### src/rtl/uart_rx_pkg.sv
// Shared definitions for the UART receive path.
// Holds the frame-sequencer state encoding, the legal oversampling ratios
// and helpers that derive the bit-index constants from the data width.
package uart_rx_pkg;

  typedef enum logic [2:0] {
    IDLE   = 3'd0,
    START  = 3'd1,
    DATA   = 3'd2,
    PARITY = 3'd3,
    STOP   = 3'd4,
    VALID  = 3'd5
  } rx_state_t;

  localparam int PRESCALE_8  = 8;
  localparam int PRESCALE_16 = 16;
  localparam int PRESCALE_32 = 32;

  localparam int BIT_CNT_W = 4;

  localparam logic [BIT_CNT_W-1:0] START_BIT = '0;

  // Index of the parity bit for a given data width.
  function automatic logic [BIT_CNT_W-1:0] par_bit(input int dw);
    return BIT_CNT_W'(dw + 1);
  endfunction

  // Index of the stop bit; it moves up by one when parity is present.
  function automatic logic [BIT_CNT_W-1:0] stp_bit(input int dw, input logic pe);
    return BIT_CNT_W'(dw + 1 + int'(pe));
  endfunction

endpackage

### src/rtl/edge_bit_counter.sv
// Oversample-edge and bit-position counter for the UART frame sequencer.
// Ports:
//   clk, rst        : clock, asynchronous active-low reset
//   clr_i           : return both counters to 0 (frame end / abort)
//   load_i          : start of frame; the detect cycle was edge 0, so edge -> 1
//   en_i            : count edges (frame in progress)
//   prescale_i      : latched oversampling ratio
//   edge_cnt_o      : oversample index within the current bit
//   bit_cnt_o       : bit index within the frame
//   last_edge_o     : high on the final oversample edge of the current bit
module edge_bit_counter
  import uart_rx_pkg::*;
#(
  parameter int PRESCALE_W = 6
) (
  input  logic                  clk,
  input  logic                  rst,
  input  logic                  clr_i,
  input  logic                  load_i,
  input  logic                  en_i,
  input  logic [PRESCALE_W-1:0] prescale_i,
  output logic [PRESCALE_W-1:0] edge_cnt_o,
  output logic [BIT_CNT_W-1:0]  bit_cnt_o,
  output logic                  last_edge_o
);

  localparam logic [PRESCALE_W-1:0] EDGE_ONE = PRESCALE_W'(1);
  localparam logic [BIT_CNT_W-1:0]  BIT_ONE  = BIT_CNT_W'(1);

  logic [PRESCALE_W-1:0] edge_q;
  logic [BIT_CNT_W-1:0]  bit_q;

  assign last_edge_o = en_i && (edge_q == (prescale_i - EDGE_ONE));

  always_ff @(posedge clk or negedge rst) begin
    if (!rst) begin
      edge_q <= '0;
      bit_q  <= '0;
    end else if (clr_i) begin
      edge_q <= '0;
      bit_q  <= '0;
    end else if (load_i) begin
      edge_q <= EDGE_ONE;
      bit_q  <= START_BIT;
    end else if (en_i) begin
      if (last_edge_o) begin
        edge_q <= '0;
        bit_q  <= bit_q + BIT_ONE;
      end else begin
        edge_q <= edge_q + EDGE_ONE;
      end
    end
  end

  assign edge_cnt_o = edge_q;
  assign bit_cnt_o  = bit_q;

endmodule

### src/rtl/uart_rx_fsm.sv
// UART receive frame sequencer.
// Tracks oversample edges and bit position, enables the sampler,
// deserializer and start/parity/stop checkers, and reports the frame
// outcome as a one-cycle data_valid or frame_drop pulse.
// Ports:
//   clk, rst              : receiver clock (prescale x baud), async active-low reset
//   rx_in                 : synchronized serial line, idles high
//   prescale, par_en      : oversampling ratio and parity enable, latched at frame start
//   smpl_ready            : sampler strobe (sequencing is purely edge-counted)
//   strt_glitch, par_err,
//   stp_err               : checker results, honoured on the last edge of their bit
//   edge_cnt, bit_cnt     : current oversample index and bit index
//   dat_samp_en, deser_en,
//   strt_chk_en, par_chk_en,
//   stp_chk_en            : datapath enables decoded from state
//   data_valid            : one-cycle good-frame pulse
//   frame_drop            : one-cycle aborted-frame pulse
module uart_rx_fsm
  import uart_rx_pkg::*;
#(
  parameter int DATA_WIDTH = 8,
  parameter int PRESCALE_W = 6
) (
  input  logic                  clk,
  input  logic                  rst,
  input  logic                  rx_in,
  input  logic [PRESCALE_W-1:0] prescale,
  input  logic                  par_en,
  input  logic                  smpl_ready,
  input  logic                  strt_glitch,
  input  logic                  par_err,
  input  logic                  stp_err,
  output logic [PRESCALE_W-1:0] edge_cnt,
  output logic [BIT_CNT_W-1:0]  bit_cnt,
  output logic                  dat_samp_en,
  output logic                  deser_en,
  output logic                  strt_chk_en,
  output logic                  par_chk_en,
  output logic                  stp_chk_en,
  output logic                  data_valid,
  output logic                  frame_drop
);

  localparam logic [BIT_CNT_W-1:0] LAST_DATA_BIT = BIT_CNT_W'(DATA_WIDTH);

  rx_state_t             state_q, state_d;
  logic [PRESCALE_W-1:0] prescale_q;
  logic                  par_en_q;
  logic                  frame_drop_q, frame_drop_d;

  logic cnt_clr, cnt_load, cnt_en, last_edge;

  // Bit timing is derived from edge counting alone; the sampler strobe
  // carries no information the sequencer needs.
  logic unused_smpl_ready;
  assign unused_smpl_ready = smpl_ready;

  edge_bit_counter #(
    .PRESCALE_W (PRESCALE_W)
  ) u_cnt (
    .clk         (clk),
    .rst         (rst),
    .clr_i       (cnt_clr),
    .load_i      (cnt_load),
    .en_i        (cnt_en),
    .prescale_i  (prescale_q),
    .edge_cnt_o  (edge_cnt),
    .bit_cnt_o   (bit_cnt),
    .last_edge_o (last_edge)
  );

  assign cnt_en = (state_q == START) || (state_q == DATA) ||
                  (state_q == PARITY) || (state_q == STOP);

  always_comb begin
    state_d      = state_q;
    frame_drop_d = 1'b0;
    cnt_clr      = 1'b0;
    cnt_load     = 1'b0;
    unique case (state_q)
      // VALID doubles as edge 0 of the next bit time, so a falling edge
      // seen there starts the next frame without losing a cycle.
      IDLE, VALID: begin
        if (!rx_in) begin
          state_d  = START;
          cnt_load = 1'b1;
        end else begin
          state_d = IDLE;
        end
      end
      START: begin
        if (last_edge) begin
          if (strt_glitch) begin
            state_d      = IDLE;
            frame_drop_d = 1'b1;
            cnt_clr      = 1'b1;
          end else begin
            state_d = DATA;
          end
        end
      end
      DATA: begin
        if (last_edge && (bit_cnt == LAST_DATA_BIT)) begin
          state_d = par_en_q ? PARITY : STOP;
        end
      end
      PARITY: begin
        if (last_edge) begin
          if (par_err) begin
            state_d      = IDLE;
            frame_drop_d = 1'b1;
            cnt_clr      = 1'b1;
          end else begin
            state_d = STOP;
          end
        end
      end
      STOP: begin
        if (last_edge) begin
          cnt_clr = 1'b1;
          if (stp_err) begin
            state_d      = IDLE;
            frame_drop_d = 1'b1;
          end else begin
            state_d = VALID;
          end
        end
      end
      default: begin
        state_d = IDLE;
        cnt_clr = 1'b1;
      end
    endcase
  end

  always_ff @(posedge clk or negedge rst) begin
    if (!rst) begin
      state_q      <= IDLE;
      prescale_q   <= '0;
      par_en_q     <= 1'b0;
      frame_drop_q <= 1'b0;
    end else begin
      state_q      <= state_d;
      frame_drop_q <= frame_drop_d;
      // Frame configuration is frozen for the whole frame.
      if (cnt_load) begin
        prescale_q <= prescale;
        par_en_q   <= par_en;
      end
    end
  end

  assign dat_samp_en = cnt_en;
  assign deser_en    = (state_q == DATA);
  assign strt_chk_en = (state_q == START);
  assign par_chk_en  = (state_q == PARITY);
  assign stp_chk_en  = (state_q == STOP);
  assign data_valid  = (state_q == VALID);
  assign frame_drop  = frame_drop_q;

endmodule

### config.mk
export PLATFORM = sky130hd
export DESIGN_NAME = uart_rx_fsm
export DESIGN_NICKNAME = d
export VERILOG_FILES = /design/src/rtl/uart_rx_pkg.sv /design/src/rtl/edge_bit_counter.sv /design/src/rtl/uart_rx_fsm.sv
export SDC_FILE = /design/constraint.sdc
export NUM_CORES = 1
export LEC_CHECK = 0
export CAP_MARGIN = 20
export CELL_PAD_IN_SITES_DETAIL_PLACEMENT = 1
export CELL_PAD_IN_SITES_GLOBAL_PLACEMENT = 1
export CORE_ASPECT_RATIO = 1.5
export CORE_MARGIN = 1.5
export CORE_UTILIZATION = 39
export DETAILED_ROUTE_END_ITERATION = 6
export HOLD_SLACK_MARGIN = 0.12
export PLACE_DENSITY = 0.93
export REMOVE_ABC_BUFFERS = 1
export SLEW_MARGIN = 20
export SYNTH_ARGS = -nofsm -noshare
export SYNTH_HDL_FRONTEND = slang
export SYNTH_SLANG_ARGS = --single-unit
### constraint.sdc
create_clock -name clk -period 5.6 [get_ports clk]
set_input_delay 0.84 -clock clk [delete_from_list [all_inputs] [get_ports clk]]
set_output_delay 0.84 -clock clk [all_outputs]
set_load 0.02 [all_outputs]
==> summary.md, run 1 <==
Floorplan
• height of the chip: 72.79 um
• Core Box Area: 3128 um2
• effective utilization at floorplan: 40.48%
• Total Die Area: 3605 um2
• I/O pin count: 31
• x dimension of the die: 49.53 um
• standard-cell row count: 25

Critical path
• worst flop-to-flop path startpoint: prescale_q[0]$_DFFE_PN0P_
• Setup crit end: dat_samp_en
• maximum fanout encountered on the critical timing path: 8
• endpoint kind of the worst setup timing path: primary output
• CP Launch Point: state_q[2]$_DFFE_PN0P_
• crit path launch type: register
• Critical Setup Path Class: register to primary output
• data required time of the worst path: 4.76 ns
• arrival time reported for the critical path endpoint: 1.98 ns
• Reg-to-Reg End: state_q[0]$_DFFE_PN0P_
• number of cells traversed by the worst register-to-register path: 7
• register-to-register setup slack: 3.01 ns

STA
• setup repair after global routing missed its margin: false
• final number of hold-violating endpoints: 0
• Setup-failing EPs final: 0
• clock period minus worst slack: 2.824 ns
• Peak Freq: 354.2 MHz
• slew at the pin with the worst max-slew slack: 0.6328 ns
• Setup TNS Final: 0 ns
• Pins Over Slew Limit: 0
• Slew headroom: 57.59%
• worst clock skew: 0.003531 ns
• share of the clock period used by the worst path after layout: 50.42%

Clock network
• H-tree level count: 1
• clock insertion delay at the later pin of the skew report: 0.27 ns
• root buffer cell: clkbuf_8
• count of clock tree sinks: 21
• hold_buf cts: 0
• clock transition at the registers of the reported paths: 0.08 ns
• Max clock buf depth: 2
• CTS Buf Count: 3
• postcts setup bufs: 0
• number of instances resized during post-cts repair: 0
• TritonCTS clock tree: built

Pwr
• fraction of power consumed by sequential logic: 32.5%
• worst supply voltage drop on vdd: 0.2672 mV
• Gate power share: 55.1%
• Static Leakage: 0.7101 nW
• Pint: 0.4634 mW
• sw frac: 44.76%
• cell area power density: 514.1 nW/um2
• Clock power frac: 12.3%
• power spent charging and discharging nets: 0.3754 mW

Yosys
• synthesized flop and latch total: 21
• number of enable-type register cells in the synthesized netlist: 0
• summed instance area of the synthesized netlist: 1266 um2
• post-synthesis async set-or-reset flop share: 100.0%
• sequential-to-total area share from yosys stat: 41.50%
• average instance area after synthesis: 9.242 um2
• cell count after synthesis: 137
• top flip-flop cell by instance count after synthesis: dfrtp_1
• count of different cell masters after synthesis: 39
• Yosys warning total: 0

Job
• max-cap violations: 0

Min path
• Min-Delay Path Class: input port to async pin

Routing
• Routed wire per std cell: 15.74 um
• count of vias placed by the detailed router: 1128
• # DRC: 0
• initial drt markers: 20
• antenna-violating nets left: 0
• average via count per standard cell: 5.449
• final wirelength: 3.259 mm
• TritonRoute pass-1 iters: 4

GRT
• pin count of the biggest net entering global routing: 22
• Total GRT Usage: 20.12%
• initial antenna violation count: 0
• global-route wire length before repair: 5.533 mm
• vias in the first global route: 1212
• overflow left after global routing: 0

Layout
• final standard cell area without fillers: 1632 um2
• Layout Nets: 186
• number of antenna diodes: 0
• fraction of final layout cells with drive strength greater than 1: 8.982%
• synth-to-layout area growth: 28.85%

Placed design
• placed wire-length estimate after detailed placement: 2.539 mm
• routability cong.: 0.8655
• total cell area at the placement stage: 1592 um2
• IO Port Bufs: 29

Status
• status: completed

## cell usage in the layout (no fill, tap or decap), types with 2 or more instances in the layout
master and instances:
a21oi_1 3, a31oi_1 2, and3_1 2, clkbuf_8 3, clkdlybuf4s50_1 28, dfrtp_1 21
ha_1 4, inv_1 11, mux2_2 6, nand2_1 13, nand2b_1 2, nand3_1 7
nand4_1 2, nor2_1 11, nor2b_1 4, nor3_1 4, o21ai_0 7, o22ai_1 3
xnor2_1 4, xor2_1 8
## cell type report
cell class | count | area, um2
multi-input combinational | 101 | 676.9
clock buffer | 4 | 45.04
timing repair buffer | 30 | 292.8
fill | 372 | 1496
tap | 40 | 50.05
inverter | 11 | 41.29
sequential | 21 | 525.5
## cell families after synthesis
family                   count (synthesis)  share of synthesized area (%)
buffers and inverters                   15                          5.039
XOR/XNOR                                12                          8.300
AND/OR/NAND/NOR                         51                          20.06
flip-flops                              21                          41.50
multiplexers                             6                          5.336
adder cells (fa/ha/maj)                  4                          3.953
AO/OA/AOI/OAI                           28                          15.81
## power groups by stage
stage	clock network [mW]	registers (mW)	logic, mW
CTS	0.107	0.272	0.472
floorplan	0	0.266	0.310
detailed placement	0	0.276	0.468
finish	0.103	0.273	0.463
global route	0.111	0.282	0.511
global placement	0	0.270	0.440
## flip-flops by register name (all words and copies together), names as in the netlist
| register | cells |
|---|---|
| frame_drop | 1 |
| par_en_q | 1 |
| prescale_q | 6 |
| state_q | 3 |
| u_cnt.bit_cnt_o | 4 |
| u_cnt.edge_cnt_o | 6 |
## cells in the mapped netlist, types with 4 or more instances
library cell  instances  share of area [%]
inv_1                11                3.3
mux2_2                6                5.3
xor2_1                8                5.5
nor3_1                4                1.6
nand2_1              13                3.9
nor2b_1               4                2.0
xnor2_1               4                2.8
nor2_1               11                3.3
o21ai_0               7                2.8
ha_1                  4                4.0
nand3_1               7                2.8
dfrtp_1              21                 42
## worst max-delay path, cell delays in order, from the launching register on
cell	delay (ns)
dfrtp_1	0.49
inv_1	0.17
xnor2_1	0.35
inv_1	0.14
clkdlybuf4s50_1	0.57
## routing by layer
layer / share of wire (%) / global-route usage (%) / vias up
met5: 0 / 0 / -
met4: 1.7 / 8.642 / 0
met3: 3.2 / 2.254 / 5
met2: 58 / 38.96 / 23
met1: 37 / 21.50 / 567
li1: - / - / 533
## how the worst min path moves through the flow
stage                              startpoint                   endpoint  cells past startpoint
floorplan           prescale_q[5]$_DFFE_PN0P_  prescale_q[5]$_DFFE_PN0P_                      1
global placement    prescale_q[5]$_DFFE_PN0P_  prescale_q[5]$_DFFE_PN0P_                      1
detailed placement  prescale_q[5]$_DFFE_PN0P_  prescale_q[5]$_DFFE_PN0P_                      1
CTS                 prescale_q[5]$_DFFE_PN0P_  prescale_q[5]$_DFFE_PN0P_                      1
global route        prescale_q[5]$_DFFE_PN0P_  prescale_q[5]$_DFFE_PN0P_                      1
finish                                    rst     state_q[2]$_DFFE_PN0P_                      1
## per-stage QoR
step	utilization (%)	hold WS [ns]	std cells	total power, mW	worst slack, ns
after floorplan	-	0.5008	133	0.5762	2.802
final	52.16	0.5289	207	0.8389	2.776
after detailed placement	50.88	0.5195	203	0.7435	2.894
after global placement	50.88	0.5109	203	0.7099	2.949
after CTS	52.32	0.5387	207	0.8512	2.774
after global routing	52.16	0.5511	207	0.9044	2.635
No activity file was read; power rests on OpenSTA's default activity.
==> inputs of run 2 (changes only) <==
--- a/config.mk
+++ b/config.mk
@@ -10,10 +10,10 @@
 export CELL_PAD_IN_SITES_GLOBAL_PLACEMENT = 1
 export CORE_ASPECT_RATIO = 1.5
 export CORE_MARGIN = 1.5
-export CORE_UTILIZATION = 39
+export CORE_UTILIZATION = 36
 export DETAILED_ROUTE_END_ITERATION = 6
 export HOLD_SLACK_MARGIN = 0.12
-export PLACE_DENSITY = 0.93
+export PLACE_DENSITY = 0.88
 export REMOVE_ABC_BUFFERS = 1
 export SLEW_MARGIN = 20
 export SYNTH_ARGS = -nofsm -noshare
==> constraint.sdc (replaced) <==
create_clock -name clk -period 2.7 [get_ports clk]
set_input_delay 0.405 -clock clk [delete_from_list [all_inputs] [get_ports clk]]
set_output_delay 0.405 -clock clk [all_outputs]
set_load 0.02 [all_outputs]
==> run 2 against run 1 <==
Cell count increased by 1.9%. First-iteration DRC count is 35% lower. Flip-flop and latch count unchanged. Clock skew increased by 0.0012 ns. Power up 110%. Non-clock buffer count rose by 2. Sequential power increased by 110%. Combinational power is 110% higher. Hold slack worse by 0.048 ns. Sequential share of layout area is 0.58 points lower. Critical endpoint is now state_q[0]$_DFFE_PN0P_. Largest cell class unchanged. Largest power group unchanged.
==> summary.md, run 2 (same netlist as run 1, synthesis figures left out) <==
Layout
• most used cells in the layout excluding fill and tap cells: clkdlybuf4s50_1 (29), dfrtp_1 (21), nand2_1 (13)
• share of the core filled with cells in the final layout: 49.11%, -3.0 points
• Layout Nets: 188, +1.1%
• number of antenna diodes: 0, unchanged
• final-layout fill cell count: 418, +12%
• final standard cell area without fillers: 1662 um2, +1.8%
• post-layout instance count excluding filler cells: 211, +1.9%
• fraction of final layout cells with drive strength greater than 1: 10.65%, +1.7 points
• commonest non-fill, non-tap cell in the layout: clkdlybuf4s50_1
• synth-to-layout area growth: 31.23%

Routing
• average via count per standard cell: 5.564, +2.1%
• # DRC: 0, unchanged
• initial drt markers: 13, -35%
• Routed wire per std cell: 15.90 um, +0.96%
• antenna-violating nets left: 0, unchanged
• final wirelength: 3.354 mm, +2.9%
• count of vias placed by the detailed router: 1174, +4.1%
• TritonRoute pass-1 iters: 4, unchanged

Job
• max-cap violations: 0, unchanged

Floorplan
• Total Die Area: 3890 um2, +7.9%
• x dimension of the die: 51.43 um, +3.8%
• Core Box Area: 3383 um2, +8.2%
• effective utilization at floorplan: 37.43%, -3.1 points
• height of the chip: 75.64 um, +3.9%
• I/O pin count: 31, unchanged
• standard-cell row count: 26, +4.0%

STA
• final setup slack of the worst path: 0.2881 ns, -2.488 ns
• Peak Freq: 414.6 MHz
• final number of hold-violating endpoints: 0, unchanged
• slew at the pin with the worst max-slew slack: 0.6434 ns, +0.01064 ns
• worst hold slack after final layout: 0.4809 ns, -0.04799 ns
• Setup TNS Final: 0 ns, unchanged
• clock period minus worst slack: 2.412 ns
• Slew headroom: 56.65%, -0.93 points
• Pins Over Slew Limit: 0, unchanged
• share of the clock period used by the worst path after layout: 89.33%
• worst clock skew: 0.004769 ns, +0.001238 ns
• Setup-failing EPs final: 0, unchanged
• setup repair after global routing missed its margin: false

Placed design
• worst slack at placement: 0.3201 ns, -2.574 ns
• number of placed cells counting well taps: 207, +2.0%
• placed wire-length estimate after detailed placement: 2.576 mm, +1.5%
• IO Port Bufs: 29, unchanged
• routability cong.: 0.8535, -1.4%
• total cell area at the placement stage: 1615 um2, +1.5%

Pwr
• cell area power density: 1062 nW/um2, +110%
• overall power of the completed layout: 1.764 mW, +110%
• Static Leakage: 0.7243 nW, +2.0%
• worst supply voltage drop on vdd: 0.7045 mV, +160%

GRT
• vias in the first global route: 1275, +5.2%
• pin count of the biggest net entering global routing: 22, unchanged
• overflow left after global routing: 0, unchanged
• Total GRT Usage: 19.71%, -0.41 points
• initial antenna violation count: 0, unchanged
• global-route wire length before repair: 5.637 mm, +1.9%

Clock network
• hold_buf cts: 0, unchanged
• H-tree level count: 1, unchanged
• root buffer cell: clkbuf_8
• clock insertion delay at the later pin of the skew report: 0.27 ns, about the same
• count of clock tree sinks: 21, unchanged
• number of instances resized during post-cts repair: 0, unchanged
• postcts setup bufs: 0, unchanged
• clock transition at the registers of the reported paths: 0.08 ns, about the same
• CTS Buf Count: 3, unchanged
• TritonCTS clock tree: built
• Max clock buf depth: 2, unchanged

Critical path
• maximum fanout encountered on the critical timing path: 7, -1
• Cell Chain, Critical Path: inv_1 -> ha_1 -> or3_1 -> a31o_1 -> nor3_2 -> o21ai_0 -> mux2_2
• crit path launch type: register
• highest cell delay on the worst timing path: 0.44 ns, -0.13 ns
• endpoint kind of the worst setup timing path: register
• arrival time reported for the critical path endpoint: 2.57 ns, +0.59 ns
• critical path's slowest cell: nor3_2
• data required time of the worst path: 2.86 ns, -1.90 ns
• Critical Setup Path Class: register to register

Min path
• Min-Delay Path Class: input port to async pin

Status
• status: completed

run 2: changes by cell type in the layout (fill, tap and decap cells not counted), sizes merged:
cell	delta
clkdlybuf4s50	+1
buf	+1
clkbuf	-1
clkinv	+1
run 2: worst max-delay path: cells and delay by family, from the launching register on:
family                     cells  cell delay [ns]
buffers and inverters          1             0.08
AOI/OAI and AO/OA              2             0.47
muxes                          1             0.31
and+or+nand+nor                2             0.81
adders and majority gates      1             0.24
DFF                            1             0.40
run 2: final cells by class:
type                       instances  area, um2  share of cell area [%]
multi-input combinational        101      683.2                   41.11
sequential                        21      525.5                   31.63
tap                               42      52.55                   3.163
clock inverter                     1      5.005                  0.3012
timing repair buffer              32      312.8                   18.83
clock buffer                       3      41.29                   2.485
inverter                          11      41.29                   2.485
run 2: worst paths after layout:
check / endpoint / from / cells past startpoint / slack (ns)
setup / recovery: state_q[0]$_DFFE_PN0P_ / prescale_q[0]$_DFFE_PN0P_ / 7 / 0.29
hold / removal: u_cnt.edge_cnt_o[4]$_DFFE_PN0P_ / rst / 2 / 0.48
max in group asynchronous: u_cnt.edge_cnt_o[1]$_DFFE_PN0P_ / rst / 2 / 1.99
setup reg to reg: state_q[0]$_DFFE_PN0P_ / prescale_q[0]$_DFFE_PN0P_ / 7 / 0.29
min in group clk: prescale_q[5]$_DFFE_PN0P_ / prescale_q[5]$_DFFE_PN0P_ / 1 / 0.53
hold reg to reg: prescale_q[5]$_DFFE_PN0P_ / prescale_q[5]$_DFFE_PN0P_ / 1 / 0.53
run 2: where the power goes:
group          switching (mW)  internal, mW
Sequential              0.158         0.413
Combinational           0.533         0.447
Clock                   0.111         0.103
run 2: per-layer routing:
metal  wire, um  vias to the layer above  GRT usage (%)
met2       1806                       40          37.46
met4        117                        0          10.53
met1       1304                      582          20.78
met3        125                       13          2.549
li1           -                      539              -
met5          0                        -              0
